$ cat config.mk
export PLATFORM = sky130hd
export DESIGN_NAME = seg7_scan_driver
export DESIGN_NICKNAME = d
export VERILOG_FILES = /design/src/rtl/seg7_scan_driver_pkg.sv /design/src/rtl/seg7_scan_driver_hex_decoder.sv /design/src/rtl/seg7_scan_driver.sv
export SDC_FILE = /design/constraint.sdc
export NUM_CORES = 1
export LEC_CHECK = 0
export BUFFER_PORTS_ARGS = -buffer_cell sky130_fd_sc_hd__clkbuf_2
export CAP_MARGIN = 25
export CORE_MARGIN = 2
export CORE_UTILIZATION = 59
export CTS_BUF_LIST = sky130_fd_sc_hd__clkbuf_4 sky130_fd_sc_hd__clkbuf_8
export CTS_CLUSTER_DIAMETER = 80
export DETAILED_ROUTE_END_ITERATION = 8
export GPL_ROUTABILITY_DRIVEN = 0
export GPL_TIMING_DRIVEN = 0
export PLACE_DENSITY = 0.89
export SYNTH_ARGS = -nofsm -noshare
export SYNTH_HDL_FRONTEND = slang
export SYNTH_SLANG_ARGS = --single-unit
$ cat constraint.sdc
create_clock -name clk_in -period 2.37 [get_ports clk_in]
set_input_delay 0.711 -clock clk_in [delete_from_list [all_inputs] [get_ports clk_in]]
set_output_delay 0.711 -clock clk_in [all_outputs]
set_load 0.01 [all_outputs]
$ cat src/rtl/seg7_scan_driver_pkg.sv
`default_nettype none
// ============================================================================
//  Module   : seg7_scan_driver_pkg
//  Purpose  : Shared constants, types and helpers for the 4-digit
//             common-anode seven-segment scan driver.
//  Revision : 1.0 - initial release
// ============================================================================
package seg7_scan_driver_pkg;

    // Number of multiplexed digits on the display
    localparam int NUM_DIGITS = 4;

    // Active-low glyphs, bit order {g,f,e,d,c,b,a}
    localparam logic [6:0] SEG_0 = 7'h40;
    localparam logic [6:0] SEG_1 = 7'h79;
    localparam logic [6:0] SEG_2 = 7'h24;
    localparam logic [6:0] SEG_3 = 7'h30;
    localparam logic [6:0] SEG_4 = 7'h19;
    localparam logic [6:0] SEG_5 = 7'h12;
    localparam logic [6:0] SEG_6 = 7'h02;
    localparam logic [6:0] SEG_7 = 7'h78;
    localparam logic [6:0] SEG_8 = 7'h00;
    localparam logic [6:0] SEG_9 = 7'h10;
    localparam logic [6:0] SEG_A = 7'h08;
    localparam logic [6:0] SEG_B = 7'h03;
    localparam logic [6:0] SEG_C = 7'h46;
    localparam logic [6:0] SEG_D = 7'h21;
    localparam logic [6:0] SEG_E = 7'h06;
    localparam logic [6:0] SEG_F = 7'h0E;

    // All segments dark / all anodes released
    localparam logic [6:0] SEG_OFF = 7'h7F;
    localparam logic [3:0] AN_OFF  = 4'hF;

    // Digit index type (one of NUM_DIGITS slots)
    typedef logic [1:0] digit_idx_t;

    // Everything that is frozen for one frame so the display never tears
    typedef struct packed {
        logic [15:0] value;
        logic [3:0]  dp_mask;
        logic [3:0]  blank_mask;
        logic        lz_en;
    } snap_t;

    // Active-low anode pattern with only the selected digit driven
    function automatic logic [3:0] an_select(input digit_idx_t idx);
        logic [3:0] an;
        an      = AN_OFF;
        an[idx] = 1'b0;
        return an;
    endfunction

endpackage : seg7_scan_driver_pkg
`default_nettype wire

$ cat src/rtl/seg7_scan_driver_hex_decoder.sv
`default_nettype none
// ============================================================================
//  Module   : seg7_hex_decoder
//  Purpose  : Combinational 4-bit nibble to active-low seven-segment glyph.
//  Revision : 1.0 - initial release
// ============================================================================
module seg7_hex_decoder
    import seg7_scan_driver_pkg::*;
(
    input  logic [3:0] nibble,
    output logic [6:0] seg
);

    // Map each hex value to its glyph; the case is full so no latch can form
    always_comb begin
        seg = SEG_OFF;
        case (nibble)
            4'h0: seg = SEG_0;
            4'h1: seg = SEG_1;
            4'h2: seg = SEG_2;
            4'h3: seg = SEG_3;
            4'h4: seg = SEG_4;
            4'h5: seg = SEG_5;
            4'h6: seg = SEG_6;
            4'h7: seg = SEG_7;
            4'h8: seg = SEG_8;
            4'h9: seg = SEG_9;
            4'hA: seg = SEG_A;
            4'hB: seg = SEG_B;
            4'hC: seg = SEG_C;
            4'hD: seg = SEG_D;
            4'hE: seg = SEG_E;
            4'hF: seg = SEG_F;
        endcase
    end

endmodule : seg7_hex_decoder
`default_nettype wire

$ cat src/rtl/seg7_scan_driver.sv
`default_nettype none
// ============================================================================
//  Module   : seg7_scan_driver
//  Purpose  : Time-multiplexes a 4-digit common-anode seven-segment display
//             from the system clock using a slot counter (no derived clock).
//             Inputs are snapshotted once per frame; supports per-digit
//             decimal points, blanking, leading-zero suppression and an
//             all-off guard interval at the start of every slot.
//  Revision : 1.0 - initial release
// ============================================================================
module seg7_scan_driver
    import seg7_scan_driver_pkg::*;
#(
    parameter int SCAN_DIV     = 100000,  // clk_in cycles per digit slot
    parameter int GUARD_CYCLES = 2000     // all-off cycles at slot start
)
(
    input  logic        clk_in,
    input  logic        rst,
    input  logic [15:0] value,
    input  logic [3:0]  dp_mask,
    input  logic [3:0]  blank_mask,
    input  logic        lz_en,
    output logic [3:0]  an,
    output logic [6:0]  seg,
    output logic        dp_n,
    output logic        frame_start
);

    localparam int               CNT_W     = $clog2(SCAN_DIV);
    localparam logic [CNT_W-1:0] CNT_LAST  = CNT_W'(SCAN_DIV - 1);
    localparam logic [CNT_W-1:0] GUARD_END = CNT_W'(GUARD_CYCLES);
    localparam digit_idx_t       IDX_LAST  = digit_idx_t'(NUM_DIGITS - 1);

    // ------------------------------------------------------------------
    // State
    // ------------------------------------------------------------------
    logic [CNT_W-1:0] cnt_q, cnt_d;
    digit_idx_t       idx_q, idx_d;
    logic             primed_q, primed_d;
    snap_t            snap_q, snap_d;
    logic [3:0]       an_q, an_d;
    logic [6:0]       seg_q, seg_d;
    logic             dp_n_q, dp_n_d;
    logic             frame_start_q, frame_start_d;

    // ------------------------------------------------------------------
    // Combinational helpers
    // ------------------------------------------------------------------
    logic             w_cnt_wrap;
    logic             w_capture;
    logic             w_guard;
    logic [3:0]       w_dark;
    logic [3:0]       w_nibble;
    logic [6:0]       w_glyph;

    assign w_cnt_wrap = (cnt_q == CNT_LAST);
    assign w_guard    = (cnt_q < GUARD_END);

    // A capture happens on the first edge out of reset and at every frame
    // boundary, i.e. when the last slot of the last digit ends.
    assign w_capture  = ~primed_q | (w_cnt_wrap & (idx_q == IDX_LAST));

    // Digit0 honours only its blank bit; leading-zero suppression never
    // darkens it so a zero value still shows a single "0".
    assign w_dark[0] = snap_q.blank_mask[0];

    for (genvar gi = 1; gi < NUM_DIGITS; gi++) begin : g_dark
        assign w_dark[gi] = snap_q.blank_mask[gi]
                          | (snap_q.lz_en & (snap_q.value[15:4*gi] == '0));
    end

    // Only the nibble of the digit currently in its slot is decoded
    assign w_nibble = snap_q.value[{idx_q, 2'b00} +: 4];

    seg7_hex_decoder u_hex_decoder (
        .nibble (w_nibble),
        .seg    (w_glyph)
    );

    // ------------------------------------------------------------------
    // Slot counter and digit index: idx advances when a slot expires
    // ------------------------------------------------------------------
    always_comb begin
        cnt_d = cnt_q + CNT_W'(1);
        idx_d = idx_q;
        if (w_cnt_wrap) begin
            cnt_d = '0;
            idx_d = idx_q + digit_idx_t'(1);
        end
    end

    // ------------------------------------------------------------------
    // Frame snapshot: all display inputs are sampled together
    // ------------------------------------------------------------------
    always_comb begin
        primed_d      = 1'b1;
        snap_d        = snap_q;
        frame_start_d = w_capture;
        if (w_capture) begin
            snap_d.value      = value;
            snap_d.dp_mask    = dp_mask;
            snap_d.blank_mask = blank_mask;
            snap_d.lz_en      = lz_en;
        end
    end

    // ------------------------------------------------------------------
    // Display drive: dark during guard time and for dark digits, otherwise
    // one anode with its glyph and decimal point
    // ------------------------------------------------------------------
    always_comb begin
        an_d   = AN_OFF;
        seg_d  = SEG_OFF;
        dp_n_d = 1'b1;
        if (!w_guard && !w_dark[idx_q]) begin
            an_d   = an_select(idx_q);
            seg_d  = w_glyph;
            dp_n_d = ~snap_q.dp_mask[idx_q];
        end
    end

    // ------------------------------------------------------------------
    // State register with asynchronous reset forcing the display dark
    // ------------------------------------------------------------------
    always_ff @(posedge clk_in or posedge rst) begin
        if (rst) begin
            cnt_q         <= '0;
            idx_q         <= '0;
            primed_q      <= 1'b0;
            snap_q        <= '0;
            an_q          <= AN_OFF;
            seg_q         <= SEG_OFF;
            dp_n_q        <= 1'b1;
            frame_start_q <= 1'b0;
        end else begin
            cnt_q         <= cnt_d;
            idx_q         <= idx_d;
            primed_q      <= primed_d;
            snap_q        <= snap_d;
            an_q          <= an_d;
            seg_q         <= seg_d;
            dp_n_q        <= dp_n_d;
            frame_start_q <= frame_start_d;
        end
    end

    assign an          = an_q;
    assign seg         = seg_q;
    assign dp_n        = dp_n_q;
    assign frame_start = frame_start_q;

endmodule : seg7_scan_driver
`default_nettype wire

==> results.txt <==
Initial Util -> 0.602
Hold Path Class -> in2async
Max Cap Viol -> 0
CP max stage delay -> 0.39 ns
Fmax achieved -> 0.461 GHz
DRC Markers -> 0
Gate Count Post-Synth -> 223
r2r endpoint -> snap_q[18]
flop2flop setup slack -> 0.20 ns
Detailed Place HPWL -> 3830 um
top cell type's share of synthesized area -> 0.413
Pre-antenna DRT Iters -> 4
Antenna Violating Nets Remaining -> 0
Worst EP arrival -> 2.39 ns
Worst-path clk slew -> 0.06 ns
Ant. Diodes -> 0
most common library cells after synthesis -> dfrtp_1, mux2_2, nand3_1, nor2_1, dfstp_2
Total Routing Usage GR -> 0.232
worst r2r src -> cnt_q[0]
Clk Latency, worst-skew pair -> 0.34 ns
min cycle time layout -> 2.17 ns
Detail Route met2 WL -> 2660 um
Leakage -> 1.45 nW
final hold violations -> 0
setup violators final -> 0
first-pass GRT wire length -> 9000 um
Worst Path Required -> 2.59 ns
largest net degree at the start of global routing -> 37
DR top layer -> met4
fraction of registers with async set or reset after synthesis -> 1.00
slowest library cell on the worst path -> dfrtp_1
overall die height -> 72.8 um
area leader, netlist -> dfrtp_1
Critical Path Start Type -> flip-flop
kind of critical path -> reg2reg
Post-Syn Nets -> 261
cts hold-fix bufs -> 0
initial antenna violation count -> 0
Port-buffer cells -> 39
PD cells -> 662 nW/um^2
clock skew -> 0.00493 ns
post-synth cell types -> 41
worst-case clock buffer depth -> 2
vias per std cell -> 5.86
leading post-synthesis cells by cell area -> dfrtp_1, dfstp_2, mux2_2
status -> complete, no violations
Rows -> 25
relative slew slack -> 0.486
YS warnings -> 0
Slew Viols, Final -> 0
CTS buffer count -> 9
count leader, synth -> dfrtp_1
ys flop type -> dfrtp_1
number of global-route vias before repair -> 1,863
routed via count -> 1,956
post-synthesis sequential area ratio -> 0.526
#FFs+latches synth -> 58
met1 wire length -> 2240 um
R2R cell count -> 7
share of layout cells above drive strength 1 -> 0.396
DIE AREA -> 5290 um^2
drt total wl -> 5290 um
Hold WS -> 0.364 ns
final-layout fill cell count -> 319
CTS tree -> built
final net count -> 314
routed len/inst -> 15.9 um
WL met3 -> 257 um
Final period util -> 0.914
Mean Syn Cell Area -> 12.5 um^2
area grow syn2layout -> 17.6%
core area -> 4630 um^2
Core Util, Final -> 0.709
crit path from -> cnt_q[0]
cell area after synthesis -> 2790 um^2
H-tree levels -> 3
CP Max Fanout -> 10
crit end category -> flip-flop
Sink Count -> 58
worst path cell trace -> ha_1, and4_2, nand2_1, o41ai_4, buf_4, buf_6, mux2_2
Root Driver -> clkbuf_8
Die W -> 72.8 um
Max VDD drop -> 0.000484 V
gr ovfl total -> 0
RSZ-0062 raised after global routing -> no
Ports -> 40
Iteration-0 DRC Markers -> 106
EDFF count, synth -> 0
Worst-Margin Slew -> 0.761 ns
## layout make-up
class                   count  area, um^2  area share
inverters                   8        30.0     0.00915
multi-input cells         148        1240       0.379
flip-flops and latches     58        1470       0.447
clock inverters             3        40.0      0.0122
well taps                  54        67.6      0.0206
plain buffers               9        51.3      0.0156
repair buffers             42         230      0.0702
clock buffers              12         153      0.0465
## state kept, by name, summed over array words and instances (netlist names)
name,flops
an,4
cnt_q,17
dp_n,1
frame_start,1
idx_q,2
primed_q,1
seg,7
snap_q,25
## cell families after synthesis
| group | Yosys count | share of synthesized area |
|---|---|---|
| mux | 38 | 0.171 |
| fa+ha+maj | 11 | 0.0493 |
| flops | 58 | 0.526 |
| xor+xnor | 14 | 0.0440 |
| simple gates | 67 | 0.130 |
| buf+inv | 17 | 0.0287 |
| compound gates | 17 | 0.0493 |
| other cells | 1 | 0.00134 |
## metal layers
metal,global-route usage,vias to the layer above
met3,0.0580,11
met1,0.308,973
met4,0.123,0
met2,0.354,56
met5,0,-
li1,-,916
## repair_timing
action / 4_1_cts / 5_1_grt
endpoints found under the setup margin: 19 / 12
resized for setup: 0 / 2
setup buffers: 2 / 0
pin swaps: 1 / 0
## placed cells by master (no fill, tap or decap), types with 2 or more instances in the layout
cell type	count
nand4_1	5
nor3_1	4
clkbuf_1	5
nor4_1	4
clkinv_2	2
buf_4	2
clkbuf_8	10
or3_1	2
dfstp_2	12
dfrtp_1	46
o21ai_0	3
a21oi_1	3
o21a_1	2
o21bai_1	2
nand3_1	18
clkbuf_4	2
inv_1	7
mux4_2	5
nor2_1	13
and4_2	2
buf_6	2
clkbuf_2	40
xor2_1	6
ha_1	11
nand3b_1	2
mux2_2	28
xnor2_1	8
nand2_1	8
or4_1	2
mux2i_1	5
## how the worst max path moves through the flow
stage,endpoint,slack (ns),cells after the start
finish,snap_q[18],0.20,7
CTS,seg[4],0.009,8
detailed placement,snap_q[18],-0.08,6
global placement,cnt_q[16],-0.32,2
floorplan,snap_q[0],0.21,6
global route,an[3],0.03,5
## where the power goes
group,internal [mW],leakage [nW],switching (mW)
clock network,0.528,0.103,0.365
registers,1.04,0.693,0.0317
logic,0.110,0.658,0.0988
## stage by stage
| stage | instances | cell area, um^2 | power [mW] | worst slack (ns) | TNS [ns] |
|---|---|---|---|---|---|
| after global placement | 316 | 3050 | 1.27 | -0.316 | -15.40 |
| after global routing | 334 | 3280 | 2.27 | 0.0314 | 0 |
| after floorplan | 223 | 2790 | 1.22 | 0.209 | 0 |
| after CTS | 334 | 3280 | 2.19 | 0.00917 | 0 |
| final | 334 | 3280 | 2.17 | 0.203 | 0 |
| after detailed placement | 317 | 3070 | 1.29 | -0.0803 | -1.25 |
## worst max-delay path, delay by kind of cell, from the launching register on
family / cells / cell delay (ns)
DFF: 1 / 0.39
and+or+nand+nor: 2 / 0.46
buffers and inverters: 2 / 0.34
muxes: 1 / 0.35
adders and majority gates: 1 / 0.22
AOI/OAI and AO/OA: 1 / 0.29
(Power assumes the default switching activity.)
